[src/rtl/cnn_axil_slave_regs.sv]
// ---------------------------------------------------------------------------
// cnn_axil_slave_regs
//
// AXI4-Lite slave register bank for the CNN accelerator control plane.
// Single-beat reads and writes are decoded into a control register, a
// status register and a set of generic configuration registers that are
// exported straight to the datapath. A level interrupt is raised when the
// accelerator reports completion and interrupts are enabled.
//
// Register map (word index = address[ADDR_W-1:2], address[1:0] ignored):
//   0        CTRL    bit0 start (write 1 pulses start_o, reads 0)
//                    bit1 irq_en (read/write)
//   1        STATUS  bit0 busy (live copy of busy_i)
//                    bit1 done (sticky, set by done_i, write-1-to-clear)
//   2..N-1   CFG     plain read/write, driven onto cfg_o
//   >= N             SLVERR, writes dropped, reads return 0
//
// Ports:
//   aclk, aresetn        clock (rising edge) and async active-low reset
//   s_axi_aw*            write address channel
//   s_axi_w*             write data channel
//   s_axi_b*             write response channel
//   s_axi_ar*            read address channel
//   s_axi_r*             read data channel
//   busy_i, done_i       accelerator busy level and done pulse
//   start_o              one-cycle start pulse
//   irq_o                level interrupt = irq_en & done
//   cfg_o                CFG registers, register 2 in bits [31:0]
//
// Build option:
//   CNN_AXIL_WSTRB_EN    when defined, byte strobes select which lanes are
//                        written; CTRL/STATUS bit actions need lane 0.
//                        When undefined, every write is a full word.
// ---------------------------------------------------------------------------
module cnn_axil_slave_regs #(
    parameter int ADDR_W   = 12,
    parameter int NUM_REGS = 8
) (
    input  logic                       aclk,
    input  logic                       aresetn,
    input  logic [ADDR_W-1:0]          s_axi_awaddr,
    input  logic                       s_axi_awvalid,
    output logic                       s_axi_awready,
    input  logic [31:0]                s_axi_wdata,
    input  logic [3:0]                 s_axi_wstrb,
    input  logic                       s_axi_wvalid,
    output logic                       s_axi_wready,
    output logic [1:0]                 s_axi_bresp,
    output logic                       s_axi_bvalid,
    input  logic                       s_axi_bready,
    input  logic [ADDR_W-1:0]          s_axi_araddr,
    input  logic                       s_axi_arvalid,
    output logic                       s_axi_arready,
    output logic [31:0]                s_axi_rdata,
    output logic [1:0]                 s_axi_rresp,
    output logic                       s_axi_rvalid,
    input  logic                       s_axi_rready,
    input  logic                       busy_i,
    input  logic                       done_i,
    output logic                       start_o,
    output logic                       irq_o,
    output logic [32*(NUM_REGS-2)-1:0] cfg_o
);

    localparam int               IDX_W     = ADDR_W - 2;
    localparam int               NUM_CFG   = NUM_REGS - 2;
    localparam logic [IDX_W:0]   REG_LIMIT = NUM_REGS[IDX_W:0];
    localparam logic [1:0]       RESP_OKAY   = 2'b00;
    localparam logic [1:0]       RESP_SLVERR = 2'b10;

    // Goes high on the first edge after reset release; gates all readies
    // so nothing is accepted while reset is asserted.
    logic              r_live;

    // Write-side holding registers and response state
    logic              r_aw_held;
    logic [IDX_W-1:0]  r_aw_idx;
    logic              r_w_held;
    logic [31:0]       r_w_data;
    logic [3:0]        r_w_strb;
    logic              r_bvalid;
    logic [1:0]        r_bresp;

    // Read-side holding register and response state
    logic              r_ar_held;
    logic [IDX_W-1:0]  r_ar_idx;
    logic              r_rvalid;
    logic [31:0]       r_rdata;
    logic [1:0]        r_rresp;

    // Architectural register contents
    logic              r_irq_en;
    logic              r_done;
    logic              r_start;
    logic [31:0]       r_cfg [NUM_CFG];

    logic              w_aw_hs;
    logic              w_w_hs;
    logic              w_ar_hs;
    logic              w_commit;
    logic              w_aw_in_range;
    logic              w_ar_in_range;
    logic [3:0]        w_strb_in;
    logic [31:0]       w_wmask;
    logic              w_ctrl_wr;
    logic              w_stat_wr;
    logic [31:0]       w_rd_data;
    logic              w_unused_bits;

`ifdef CNN_AXIL_WSTRB_EN
    assign w_strb_in     = s_axi_wstrb;
    assign w_unused_bits = ^{s_axi_awaddr[1:0], s_axi_araddr[1:0]};
`else
    // Strobes are ignored: every write behaves as a full-word write.
    assign w_strb_in     = 4'hF;
    assign w_unused_bits = ^{s_axi_awaddr[1:0], s_axi_araddr[1:0], s_axi_wstrb};
`endif

    // Readies depend only on registered state, so they never combinationally
    // follow a valid and the master sees a clean handshake.
    assign s_axi_awready = r_live & ~r_aw_held & ~r_bvalid;
    assign s_axi_wready  = r_live & ~r_w_held  & ~r_bvalid;
    assign s_axi_arready = r_live & ~r_ar_held & ~r_rvalid;

    assign w_aw_hs = s_axi_awvalid & s_axi_awready;
    assign w_w_hs  = s_axi_wvalid  & s_axi_wready;
    assign w_ar_hs = s_axi_arvalid & s_axi_arready;

    // A write commits on the edge after both address and data are held.
    assign w_commit      = r_aw_held & r_w_held;
    assign w_aw_in_range = ({1'b0, r_aw_idx} < REG_LIMIT);
    assign w_ar_in_range = ({1'b0, r_ar_idx} < REG_LIMIT);

    // CTRL and STATUS bit actions live in byte lane 0.
    assign w_ctrl_wr = w_commit & (r_aw_idx == '0)        & r_w_strb[0];
    assign w_stat_wr = w_commit & (r_aw_idx == IDX_W'(1)) & r_w_strb[0];

    // Expand the captured strobes into a bit mask for read-modify-write.
    always_comb begin
        w_wmask = '0;
        for (int b = 0; b < 4; b++) begin
            if (r_w_strb[b]) begin
                w_wmask[8*b +: 8] = 8'hFF;
            end
        end
    end

    // Write address/data capture and write response generation.
    always_ff @(posedge aclk or negedge aresetn) begin
        if (!aresetn) begin
            r_live    <= 1'b0;
            r_aw_held <= 1'b0;
            r_aw_idx  <= '0;
            r_w_held  <= 1'b0;
            r_w_data  <= '0;
            r_w_strb  <= '0;
            r_bvalid  <= 1'b0;
            r_bresp   <= RESP_OKAY;
        end else begin
            r_live <= 1'b1;

            if (w_aw_hs) begin
                r_aw_held <= 1'b1;
                r_aw_idx  <= s_axi_awaddr[ADDR_W-1:2];
            end else if (w_commit) begin
                r_aw_held <= 1'b0;
            end

            if (w_w_hs) begin
                r_w_held <= 1'b1;
                r_w_data <= s_axi_wdata;
                r_w_strb <= w_strb_in;
            end else if (w_commit) begin
                r_w_held <= 1'b0;
            end

            if (w_commit) begin
                r_bvalid <= 1'b1;
                r_bresp  <= w_aw_in_range ? RESP_OKAY : RESP_SLVERR;
            end else if (r_bvalid && s_axi_bready) begin
                r_bvalid <= 1'b0;
            end
        end
    end

    // Register file updates. An out-of-range index matches no register, so
    // such writes fall through without touching state. A done pulse arriving
    // on the same edge as a clear wins so a completion is never lost.
    always_ff @(posedge aclk or negedge aresetn) begin
        if (!aresetn) begin
            r_irq_en <= 1'b0;
            r_done   <= 1'b0;
            r_start  <= 1'b0;
            for (int i = 0; i < NUM_CFG; i++) begin
                r_cfg[i] <= '0;
            end
        end else begin
            r_start <= w_ctrl_wr & r_w_data[0];

            if (w_ctrl_wr) begin
                r_irq_en <= r_w_data[1];
            end

            r_done <= done_i | (r_done & ~(w_stat_wr & r_w_data[1]));

            for (int i = 0; i < NUM_CFG; i++) begin
                if (w_commit && (r_aw_idx == IDX_W'(i + 2))) begin
                    r_cfg[i] <= (r_cfg[i] & ~w_wmask) | (r_w_data & w_wmask);
                end
            end
        end
    end

    // Read data selection from the held read index; unmapped indices read 0.
    always_comb begin
        w_rd_data = '0;
        if (r_ar_idx == '0) begin
            w_rd_data = {30'b0, r_irq_en, 1'b0};
        end else if (r_ar_idx == IDX_W'(1)) begin
            w_rd_data = {30'b0, r_done, busy_i};
        end else begin
            for (int i = 0; i < NUM_CFG; i++) begin
                if (r_ar_idx == IDX_W'(i + 2)) begin
                    w_rd_data = r_cfg[i];
                end
            end
        end
    end

    // Read address capture and read response. Data is sampled on the same
    // edge a write may commit, so a coincident read sees the old value.
    always_ff @(posedge aclk or negedge aresetn) begin
        if (!aresetn) begin
            r_ar_held <= 1'b0;
            r_ar_idx  <= '0;
            r_rvalid  <= 1'b0;
            r_rdata   <= '0;
            r_rresp   <= RESP_OKAY;
        end else begin
            if (w_ar_hs) begin
                r_ar_held <= 1'b1;
                r_ar_idx  <= s_axi_araddr[ADDR_W-1:2];
            end else if (r_ar_held) begin
                r_ar_held <= 1'b0;
            end

            if (r_ar_held) begin
                r_rvalid <= 1'b1;
                r_rdata  <= w_rd_data;
                r_rresp  <= w_ar_in_range ? RESP_OKAY : RESP_SLVERR;
            end else if (r_rvalid && s_axi_rready) begin
                r_rvalid <= 1'b0;
            end
        end
    end

    // Flatten the CFG registers onto the output bus, register 2 lowest.
    for (genvar g = 0; g < NUM_CFG; g++) begin : g_cfg_out
        assign cfg_o[32*g +: 32] = r_cfg[g];
    end

    assign s_axi_bvalid = r_bvalid;
    assign s_axi_bresp  = r_bresp;
    assign s_axi_rvalid = r_rvalid;
    assign s_axi_rdata  = r_rdata;
    assign s_axi_rresp  = r_rresp;
    assign start_o      = r_start;
    assign irq_o        = r_irq_en & r_done;

endmodule

[config.mk]
export PLATFORM = sky130hd
export DESIGN_NAME = cnn_axil_slave_regs
export DESIGN_NICKNAME = d
export VERILOG_FILES = /design/src/rtl/cnn_axil_slave_regs.sv
export SDC_FILE = /design/constraint.sdc
export NUM_CORES = 1
export LEC_CHECK = 0
export CORE_UTILIZATION = 31
export CTS_BUF_LIST = sky130_fd_sc_hd__clkbuf_2
export CTS_CLUSTER_SIZE = 40
export DETAILED_ROUTE_END_ITERATION = 7
export PLACE_DENSITY = 0.67
export SYNTH_ARGS = -nofsm -noshare
export SYNTH_HDL_FRONTEND = slang
export SYNTH_SLANG_ARGS = --single-unit
[constraint.sdc]
create_clock -name aclk -period 2.12 [get_ports aclk]
set_input_delay 0.212 -clock aclk [delete_from_list [all_inputs] [get_ports aclk]]
set_output_delay 0.212 -clock aclk [all_outputs]
set_load 0.03 [all_outputs]
==> out/metrics.cfg, run 1 <==
[outcome]
violations = setup timing
status = finished, violations left

[global_routing]
overflow = 0
grt_pass1_wl_um = 65540
grt_max_degree = 70
grt_pass1_vias = 10330
track_usage = 0.2158
grt_antenna_before_repair = 2

[sta]
drv_slew = 0
fmax_mhz = 442.8
layout_min_cycle_time_ns = 2.258
hold_viol_final = 0
setup_viol = 158
worst_pin_slew_ns = 0.6610
postLayoutSetupSlackWorst_ns = -0.1385
timing.final.crit_share = 1.065
finalSetupTns_ns = -9.164
rsz0062_at_grt = yes
maxSlewHeadroom = 0.5583
skew_ns = 0.08631

[place]
post-place-ws_ns = -0.1743
place_area_um2 = 16420
portBuffers = 293
gp_congestion = 0.8012
dp.cells = 1730
dp_hpwl_um = 27600

[yosys]
synth_area_um2 = 12470
synthTopCellsByArea = dfrtp_1 58%, mux2_2 21%, mux2i_1 2.6%
synth_ff_type = dfrtp_1
ys_seq_area_frac = 0.5781
async_flop_share = 1.000
synth-edff-count = 0
ys_seq_elements = 288
synth_cells = 925
synth_cell_types = 53
synth_top_cell_area_share = 0.5781
yosys.area.top_type = dfrtp_1
synth_warnings = 0
syn_area_per_cell_um2 = 13.48

[detailed_routing]
ant_nets = 0
drt_iter0_markers = 517
via_per_inst = 5.174
routed_wl_um = 47610
remaining_drc_errors = 0
vias = 10190
dr.pass1.iters = 5
detail_route.wl_per_cell_um = 24.18

[critical_path]
critPathCaptureType = register
r2r_slack_ns = -0.14
timing.rr.start = r_aw_idx[4]$_DFFE_PN0P_
cp_slowest_stage_delay_ns = 0.41
cp_slowest_cell = dfrtp_1
worst_ep_arrival_time_ns = 3.08
required_ns = 2.94
crit_type = reg -> reg
path_max_fanout = 8
r2r_cells = 8
path_common_cell = buf_12
critPathLaunchType = register
crit_path_cell_trace = nor4_4, nand4_4, buf_12, buf_4, nor3_4, buf_12, clkbuf_16, mux2_4

[final_layout]
final_cells = 1969
syn2layout_area_growth_pct = 50.18
fin_area_um2 = 18720
final_common_cell = dfrtp_1
drive_above_1_share = 0.3567
nNetsFinal = 1455
mostFrequentLayoutCells = 285 x dfrtp_1, 182 x dlygate4sd2_1, 143 x mux2_4, 134 x clkbuf_2, 96 x mux2_2

[cts]
cts_buffer_depth = 3
cts-root-buf = clkbuf_2
clkTransAtPathRegs_ns = 0.10
numCtsBuffers = 82
insertion_delay_ns = 0.99
cts.htree.levels = 3
clkSinkCount = 288
cts_tree = built

[power_and_ir_drop]
total_power_mw = 14.40
power_density_nw_per_um2 = 769.4
p_leak_nw = 9.189
ir_drop_mv = 0.5796

[floorplan]
io_pins = 304
fp.coreArea_um2 = 39730
start_util = 0.3137
rows = 73
die_w_um = 202.5
die_area_um2 = 41020
die_y_um = 202.5

[min_path]
hold-path-cell-count = 3
hold_end = r_aw_held$_DFFE_PN0P_
hold_path.class = in -> reg
hold_path.startpoint = s_axi_awvalid

[flow_run]
cap_violations = 0

[per-stage QoR]
| stage | hold WS (ns) | utilization |
|---|---|---|
| 2_1_floorplan | -0.08359 | - |
| 3_3_place_gp | 0.1715 | 0.4132 |
| 3_5_place_dp | 0.1716 | 0.4132 |
| 4_1_cts | 0.09043 | 0.4495 |
| 5_1_grt | 0.1548 | 0.4712 |
| 6_report | 0.2018 | 0.4712 |
[worst max-delay path, delay by kind of cell, from the launching register on]
kind | cells | cell delay [ns]
simple gates | 3 | 0.70
buf+inv | 4 | 0.69
flops | 1 | 0.41
mux | 1 | 0.30
[metal layers]
| metal | vias to the layer above | global-route usage | part of all wire |
|---|---|---|---|
| li1 | 4403 | - | - |
| met1 | 5209 | 0.2641 | 0.41 |
| met2 | 492 | 0.3565 | 0.48 |
| met3 | 83 | 0.06742 | 0.082 |
| met4 | 0 | 0.07922 | 0.029 |
| met5 | - | 0 | 0 |
[cells in the mapped netlist (2+ instances only)]
| master | count |
|---|---|
| nor3_2 | 3 |
| dfrtp_1 | 288 |
| o21ai_0 | 56 |
| o31a_1 | 2 |
| mux2_1 | 7 |
| nand2b_1 | 5 |
| clkbuf_1 | 35 |
| a21oi_1 | 34 |
| o2bb2ai_1 | 30 |
| a22oi_1 | 24 |
| nor3_4 | 2 |
| o32ai_1 | 24 |
| inv_1 | 7 |
| or3_1 | 6 |
| and2_1 | 4 |
| a21o_1 | 2 |
| buf_2 | 16 |
| or4_1 | 2 |
| o21ai_1 | 4 |
| nor2_1 | 36 |
| buf_1 | 4 |
| mux2_2 | 235 |
| nand2_1 | 14 |
| nor4_2 | 2 |
| a31oi_1 | 5 |
| conb_1 | 2 |
| nand3b_1 | 2 |
| buf_4 | 8 |
| and3_1 | 2 |
| buf_6 | 3 |
| nor4_1 | 2 |
| nor3_1 | 4 |
| or2_2 | 3 |
| mux2i_1 | 33 |
[cell families (layout without fill, tap and decap cells)]
family / count (synthesis) / after routing / synth area share
other: 2 / 6 / 0.0006025
buffers and inverters: 74 / 588 / 0.02810
muxes: 275 / 275 / 0.2451
AOI/OAI and AO/OA: 190 / 190 / 0.1011
and+or+nand+nor: 96 / 97 / 0.04697
DFF: 288 / 288 / 0.5781
[area by class of cell]
cell class	instances	area, um2
Clock inverter	16	107.6
Antenna cell	3	7.507
Inverter	8	32.53
Fill cell	3636	21010
Timing Repair Buffer	441	4547
Clock buffer	123	615.6
Tap cell	525	656.9
Multi-Input combinational cell	565	5540
Sequential cell	288	7213
[worst max-delay path by stage]
stage / from / end / slack (ns) / cells after the start
finish: r_aw_idx[4]$_DFFE_PN0P_ / register / -0.14 / 8
global placement: r_ar_idx[2]$_DFFE_PN0P_ / s_axi_rdata[21]$_DFFE_PN0P_ / -0.12 / 7
CTS: r_ar_held$_DFF_PN0_ / s_axi_arready / -0.11 / 3
global route: r_aw_idx[4]$_DFFE_PN0P_ / register / -0.20 / 8
floorplan: s_axi_bvalid$_DFFE_PN0P_ / r_w_data[10]$_DFFE_PN0P_ / -0.06 / 7
detailed placement: r_ar_idx[2]$_DFFE_PN0P_ / s_axi_rdata[21]$_DFFE_PN0P_ / -0.17 / 7
[repair_timing]
action	in CTS	in global routing
resized for setup	342	178
setup buffers	7	14
setup endpoints to repair	378	167
cloned	5	13
hold buffers	60	0
hold endpoints to repair	345	0
pin swaps	7	4
[report_power, final]
group	internal (mW)	switching (mW)	leakage (nW)
clock	1.66	2.43	0.559
sequential	6.12	1.01	3.88
combinational	1.44	1.74	4.75
total	9.22	5.19	9.19
Note: power is estimated with default switching activity, not from simulation.
==> run 2: changes to the inputs <==
Settings changed: TNS_END_PERCENT set to 1.
==> run 2 against run 1 <==
  * The run still ends with setup timing left
  * Count of clock-buffer cells in the layout unchanged
  * Highest routed layer unchanged
  * Sequential cell count unchanged
  * Core utilization decreased by 2.7 points
  * Die area unchanged
  * Power decreased by 1.6%
==> out/metrics.cfg, run 2 (synthesis results as in run 1) <==
[floorplan]
start_util = 0.3137  ; unchanged
rows = 73  ; unchanged
die_y_um = 202.5  ; unchanged
fp.coreArea_um2 = 39730  ; unchanged
die_area_um2 = 41020  ; unchanged
io_pins = 304  ; unchanged
die_w_um = 202.5  ; unchanged

[flow_run]
cap_violations = 0  ; unchanged

[final_layout]
syn2layout_area_growth_pct = 41.56
drive_above_1_share = 0.3367  ; -0.02004
final_cells = 1933  ; -1.8%
nFillCells = 3747  ; +3.1%
seq_area_um2 = 7213  ; unchanged
multi_input_area_um2 = 5091  ; -8.1%
final_common_cell = dfrtp_1
mostFrequentLayoutCells = 285 x dfrtp_1, 213 x mux2_2, 180 x dlygate4sd2_1, 133 x clkbuf_2
nNetsFinal = 1419  ; -2.5%

[power_and_ir_drop]
p_leak_nw = 8.783  ; -4.4%
power_density_nw_per_um2 = 803.4  ; +4.4%
ir_drop_mv = 0.5694  ; -1.8%

[place]
dp_hpwl_um = 27600  ; unchanged
dp.cells = 1730  ; unchanged
gp_congestion = 0.8012  ; unchanged
post-place-ws_ns = -0.1743  ; unchanged
portBuffers = 293  ; unchanged

[sta]
layout_min_cycle_time_ns = 2.195  ; -0.06313 ns
drv_slew = 0  ; unchanged
finalSetupTns_ns = -0.8452  ; +8.319 ns
hold_viol_final = 0  ; unchanged
timing.final.crit_share = 1.036  ; -0.02978
rsz0062_at_grt = yes
worst_pin_slew_ns = 0.6378  ; -0.02313 ns
maxSlewHeadroom = 0.5719  ; +0.01361
postLayoutSetupSlackWorst_ns = -0.07536  ; +0.06313 ns
skew_ns = 0.08257  ; -0.003737 ns
setup_viol = 30  ; -81%
fmax_mhz = 455.5  ; +2.9%

[cts]
cts_tree = built
cts_setup_buffers = 0  ; -7
cts-root-buf = clkbuf_2
numCtsBuffers = 82  ; unchanged
clkTransAtPathRegs_ns = 0.09  ; about the same
clkSinkCount = 288  ; unchanged
cts.htree.levels = 3  ; unchanged
cts_buffer_depth = 3  ; unchanged
insertion_delay_ns = 0.98  ; about the same

[critical_path]
crit_path_cell_trace = nor4_4, nand4_4, buf_12, nor4b_4, buf_12, mux2_2
crit_type = reg -> reg
path_common_cell = buf_12
cp_slowest_stage_delay_ns = 0.41  ; about the same
path_max_fanout = 32  ; +24
cp_slowest_cell = dfrtp_1
worst_ep_arrival_time_ns = 3.00  ; -0.08 ns
critPathLaunchType = register
critPathCaptureType = register
required_ns = 2.93  ; about the same

[detailed_routing]
ant_nets = 0  ; unchanged
drt_iter0_markers = 422  ; -18%
via_per_inst = 5.114  ; -1.1%
dr.pass1.iters = 7  ; +2
remaining_drc_errors = 0  ; unchanged
detail_route.wl_per_cell_um = 22.19  ; -8.2%
vias = 9886  ; -3.0%
routed_wl_um = 42890  ; -9.9%

[global_routing]
overflow = 0  ; unchanged
track_usage = 0.2072  ; -0.008603
grt_pass1_wl_um = 63270  ; -3.5%
grt_pass1_vias = 10200  ; -1.2%
grt_antenna_before_repair = 2  ; unchanged
grt_max_degree = 70  ; unchanged

[outcome]
status = finished, violations left
violations = setup timing

[min_path]
hold_path.class = in -> reg

==> run 2: critical path: cells and delay by family, from the launching register on <==
kind	cells	cell delay [ns]
buf+inv	2	0.48
flops	1	0.41
simple gates	3	0.72
mux	1	0.38
==> run 2: per-stage QoR <==
stage | util | power [mW] | hold WS (ns) | area [um2]
3_5_place_dp | 0.4132 | 10.17 | 0.1716 | 16420
5_1_grt | 0.4442 | 14.94 | 0.1475 | 17650
4_1_cts | 0.4411 | 14.30 | 0.09043 | 17530
6_report | 0.4442 | 14.18 | 0.1958 | 17650
3_3_place_gp | 0.4132 | 10.07 | 0.1715 | 16420
2_1_floorplan | - | 8.608 | -0.08359 | 12470
==> run 2: cell type report <==
class,instances,share of cell area
multi-input cells,565,0.2885
flip-flops and latches,288,0.4087
diodes,3,0.0004254
repair buffers,405,0.2221
well taps,525,0.03722
clock buffers,123,0.03488
clock inverters,16,0.006098
inverters,8,0.001985
==> run 2: timing repair <==
action / in CTS / in global routing
endpoints found under the setup margin: 378 / 176
pin swaps: 6 / 2
gates cloned: 0 / 1
gates resized for setup: 280 / 82
hold buffers: 60 / 0
hold endpoints to repair: 345 / 0
==> run 2: worst paths after layout <==
kind / start / endpoint / slack, ns / depth (start not counted)
max: r_aw_idx[4]$_DFFE_PN0P_ / register / -0.08 / 6
min: s_axi_awvalid / r_aw_held$_DFFE_PN0P_ / 0.20 / 3
max in group asynchronous: aresetn / r_w_held$_DFFE_PN0P_ / 1.29 / 4
max reg2reg: r_aw_idx[4]$_DFFE_PN0P_ / register / -0.08 / 6
min in group asynchronous: aresetn / asynchronous set/reset pin / 0.45 / 4
min reg2reg: s_axi_rdata[16]$_DFFE_PN0P_ / s_axi_rdata[16]$_DFFE_PN0P_ / 0.49 / 1
==> run 2: layer usage <==
layer  track usage  part of all wire  vias up
met4       0.07546             0.027        0
met2        0.3441              0.49      425
met3       0.06324             0.081       86
met1        0.2533              0.40     5047
li1              -                 -     4328
met5             0                 0        -
==> run 2: power breakdown <==
group / internal (mW) / switching, mW / leakage, nW / total [mW]
registers: 6.12 / 0.939 / 3.88 / 7.06
clock network: 1.66 / 2.41 / 0.559 / 4.06
logic: 1.34 / 1.71 / 4.35 / 3.05
==> run 3: changes to the inputs <==
Settings changed: PLACE_DENSITY 0.67 to unset, PLACE_DENSITY_LB_ADDON set to 0.1, REMOVE_ABC_BUFFERS set to 1, SLEW_MARGIN set to 30.
==> run 3 against run 2 <==
  * The flow still finishes with violations (setup timing)
  * Clock skew is 0.032 ns lower
  * Register-to-register slack better by 0.02 ns
  * First-iteration DRC count is 5.5% lower
  * Maximum frequency is 0.84% higher
  * Global-route usage is 1.3 points higher
  * Critical path type unchanged
==> out/metrics.cfg, run 3 (synthesis results as in run 1) <==
[outcome]
status = finished, violations left
violations = setup timing

[sta]
postLayoutSetupSlackWorst_ns = -0.05702  ; +0.01833 ns
timing.final.crit_share = 1.027  ; -0.008647
fmax_mhz = 459.3  ; +0.84%
finalSetupTns_ns = -0.8382  ; +0.007006 ns
drv_slew = 0  ; unchanged
rsz0062_at_grt = yes
hold-worst-slack_ns = 0.1311  ; -0.06478 ns
hold_viol_final = 0  ; unchanged
worst_pin_slew_ns = 0.6399  ; +0.002113 ns
skew_ns = 0.05050  ; -0.03207 ns
setup_viol = 45  ; +50%
maxSlewHeadroom = 0.5705  ; -0.001418
layout_min_cycle_time_ns = 2.177  ; -0.01833 ns

[place]
portBuffers = 293  ; unchanged
place_area_um2 = 16490  ; +0.46%
dp_hpwl_um = 27480  ; -0.46%
gp_congestion = 0.7988  ; -0.30%

[critical_path]
crit_type = reg -> reg
path_max_fanout = 17  ; -47%
crit_path_cell_trace = nor4_4, nand4_4, buf_12, nor3_4, buf_12, mux2_2
worst_ep_arrival_time_ns = 2.97  ; -0.03 ns
critPathLaunchType = register
path_common_cell = buf_12
path_buf_inv = 2  ; unchanged
cp_slowest_stage_delay_ns = 0.42  ; about the same
cp_slowest_cell = dfrtp_1
required_ns = 2.91  ; -0.02 ns
crit_family = simple AND/OR/NAND/NOR gates
critPathCaptureType = register

[final_layout]
nNetsFinal = 1426  ; +0.49%
mostFrequentLayoutCells = 285 x dfrtp_1, 176 x mux2_2, 170 x dlygate4sd2_1, 140 x clkbuf_2
drive_above_1_share = 0.3503  ; +0.01366
fin_area_um2 = 17950  ; +1.7%
syn2layout_area_growth_pct = 44.02
final_common_cell = dfrtp_1

[detailed_routing]
vias = 9663  ; -2.3%
via_per_inst = 4.981  ; -2.6%
detail_route.wl_per_cell_um = 23.02  ; +3.8%
routed_wl_um = 44660  ; +4.1%
dr.pass1.iters = 5  ; -2
drt_iter0_markers = 399  ; -5.5%
ant_nets = 0  ; unchanged
remaining_drc_errors = 0  ; unchanged

[floorplan]
die_w_um = 202.5  ; unchanged
fp.coreArea_um2 = 39730  ; unchanged
rows = 73  ; unchanged
start_util = 0.3137  ; unchanged
die_y_um = 202.5  ; unchanged
io_pins = 304  ; unchanged
die_area_um2 = 41020  ; unchanged

[global_routing]
grt_pass1_vias = 10300  ; +0.91%
grt_antenna_before_repair = 2  ; unchanged
overflow = 0  ; unchanged
track_usage = 0.2203  ; +0.01307
grt_max_degree = 58  ; -17%
grt_pass1_wl_um = 66870  ; +5.7%

[cts]
cts-root-buf = clkbuf_2
cts_buffer_depth = 3  ; unchanged
cts.htree.levels = 3  ; unchanged
clkSinkCount = 288  ; unchanged
cts_tree = built
insertion_delay_ns = 0.95  ; -0.03 ns
clkTransAtPathRegs_ns = 0.09  ; about the same
numCtsBuffers = 82  ; unchanged

[power_and_ir_drop]
ir_drop_mv = 0.4891  ; -14%
total_power_mw = 14.38  ; +1.4%
power_density_nw_per_um2 = 800.9  ; -0.32%
p_leak_nw = 8.858  ; +0.86%

[min_path]
hold_path.class = in -> reg

[flow_run]
cap_violations = 0  ; unchanged

[run 3: changes by cell type in the layout (fill, tap and decap cells not counted), moves of 2 or more]
| cell | before | now |
|---|---|---|
| mux2_2 | 213 | 176 |
| mux2_4 | 23 | 59 |
| dlygate4sd2_1 | 180 | 170 |
| o32ai_1 | 23 | 15 |
| o32ai_2 | 1 | 9 |
| clkbuf_2 | 133 | 140 |
| clkinv_1 | 6 | 11 |
| buf_4 | 30 | 34 |
| buf_6 | 4 | 8 |
| clkdlybuf4s15_2 | 7 | 11 |
| clkinv_2 | 4 | 1 |
| clkinvlp_4 | 3 | 0 |
| clkinv_4 | 2 | 0 |
| o21ai_1 | 13 | 11 |
[run 3: metrics by stage]
stage / worst slack (ns) / std cells / util
floorplan: -0.8548 / 860 / -
global placement: -0.1346 / 1735 / 0.4144
detailed placement: -0.1501 / 1736 / 0.4151
CTS: -0.09594 / 1935 / 0.4459
global route: -0.1552 / 1940 / 0.4519
finish: -0.05702 / 1940 / 0.4519
[run 3: layout make-up]
class	count	area (um2)
clock buffers	126	630.6
diodes	2	5.005
repair buffers	413	4040
clock inverters	14	80.08
well taps	525	656.9
multi-input cells	564	5293
fillers	3864	21780
inverters	8	32.53
flip-flops and latches	288	7216
[run 3: where the power goes]
group          switching, mW  internal, mW
Sequential             0.967          6.13
Combinational           1.73          1.43
Clock                   2.46          1.67
[run 3: per-layer routing]
metal  GRT usage  routed length, um
met3     0.06308               2742
met4     0.08083               1132
met2      0.3444              20690
met5           0                  0
met1      0.2897              20100
[run 3: worst reg2reg max path, delay by kind of cell, from the launching register on]
family | cells | cell delay [ns]
buffers and inverters | 2 | 0.46
DFF | 1 | 0.42
muxes | 1 | 0.37
and+or+nand+nor | 3 | 0.78
[run 3: worst paths after layout]
kind,from,endpoint,slack [ns],cells after the start
max,r_aw_idx[4]$_DFFE_PN0P_,register,-0.06,6
min,s_axi_arvalid,r_ar_held$_DFF_PN0_,0.13,2
max reg2reg,r_aw_idx[4]$_DFFE_PN0P_,register,-0.06,6
min reg2reg,s_axi_rdata[9]$_DFFE_PN0P_,s_axi_rdata[9]$_DFFE_PN0P_,0.48,1
max in group asynchronous,aresetn,r_ar_held$_DFF_PN0_,1.24,4
min in group asynchronous,aresetn,r_w_data[23]$_DFFE_PN0P_,0.50,4
[run 3: timing repair]
| item | CTS | global route |
|---|---|---|
| buffers inserted | 0 | 1 |
| cloned | 0 | 2 |
| endpoints found under the hold margin | 344 | 0 |
| resized for setup | 330 | 99 |
| setup endpoints to repair | 445 | 250 |
| hold buffers | 59 | 0 |
| pin swaps | 7 | 5 |
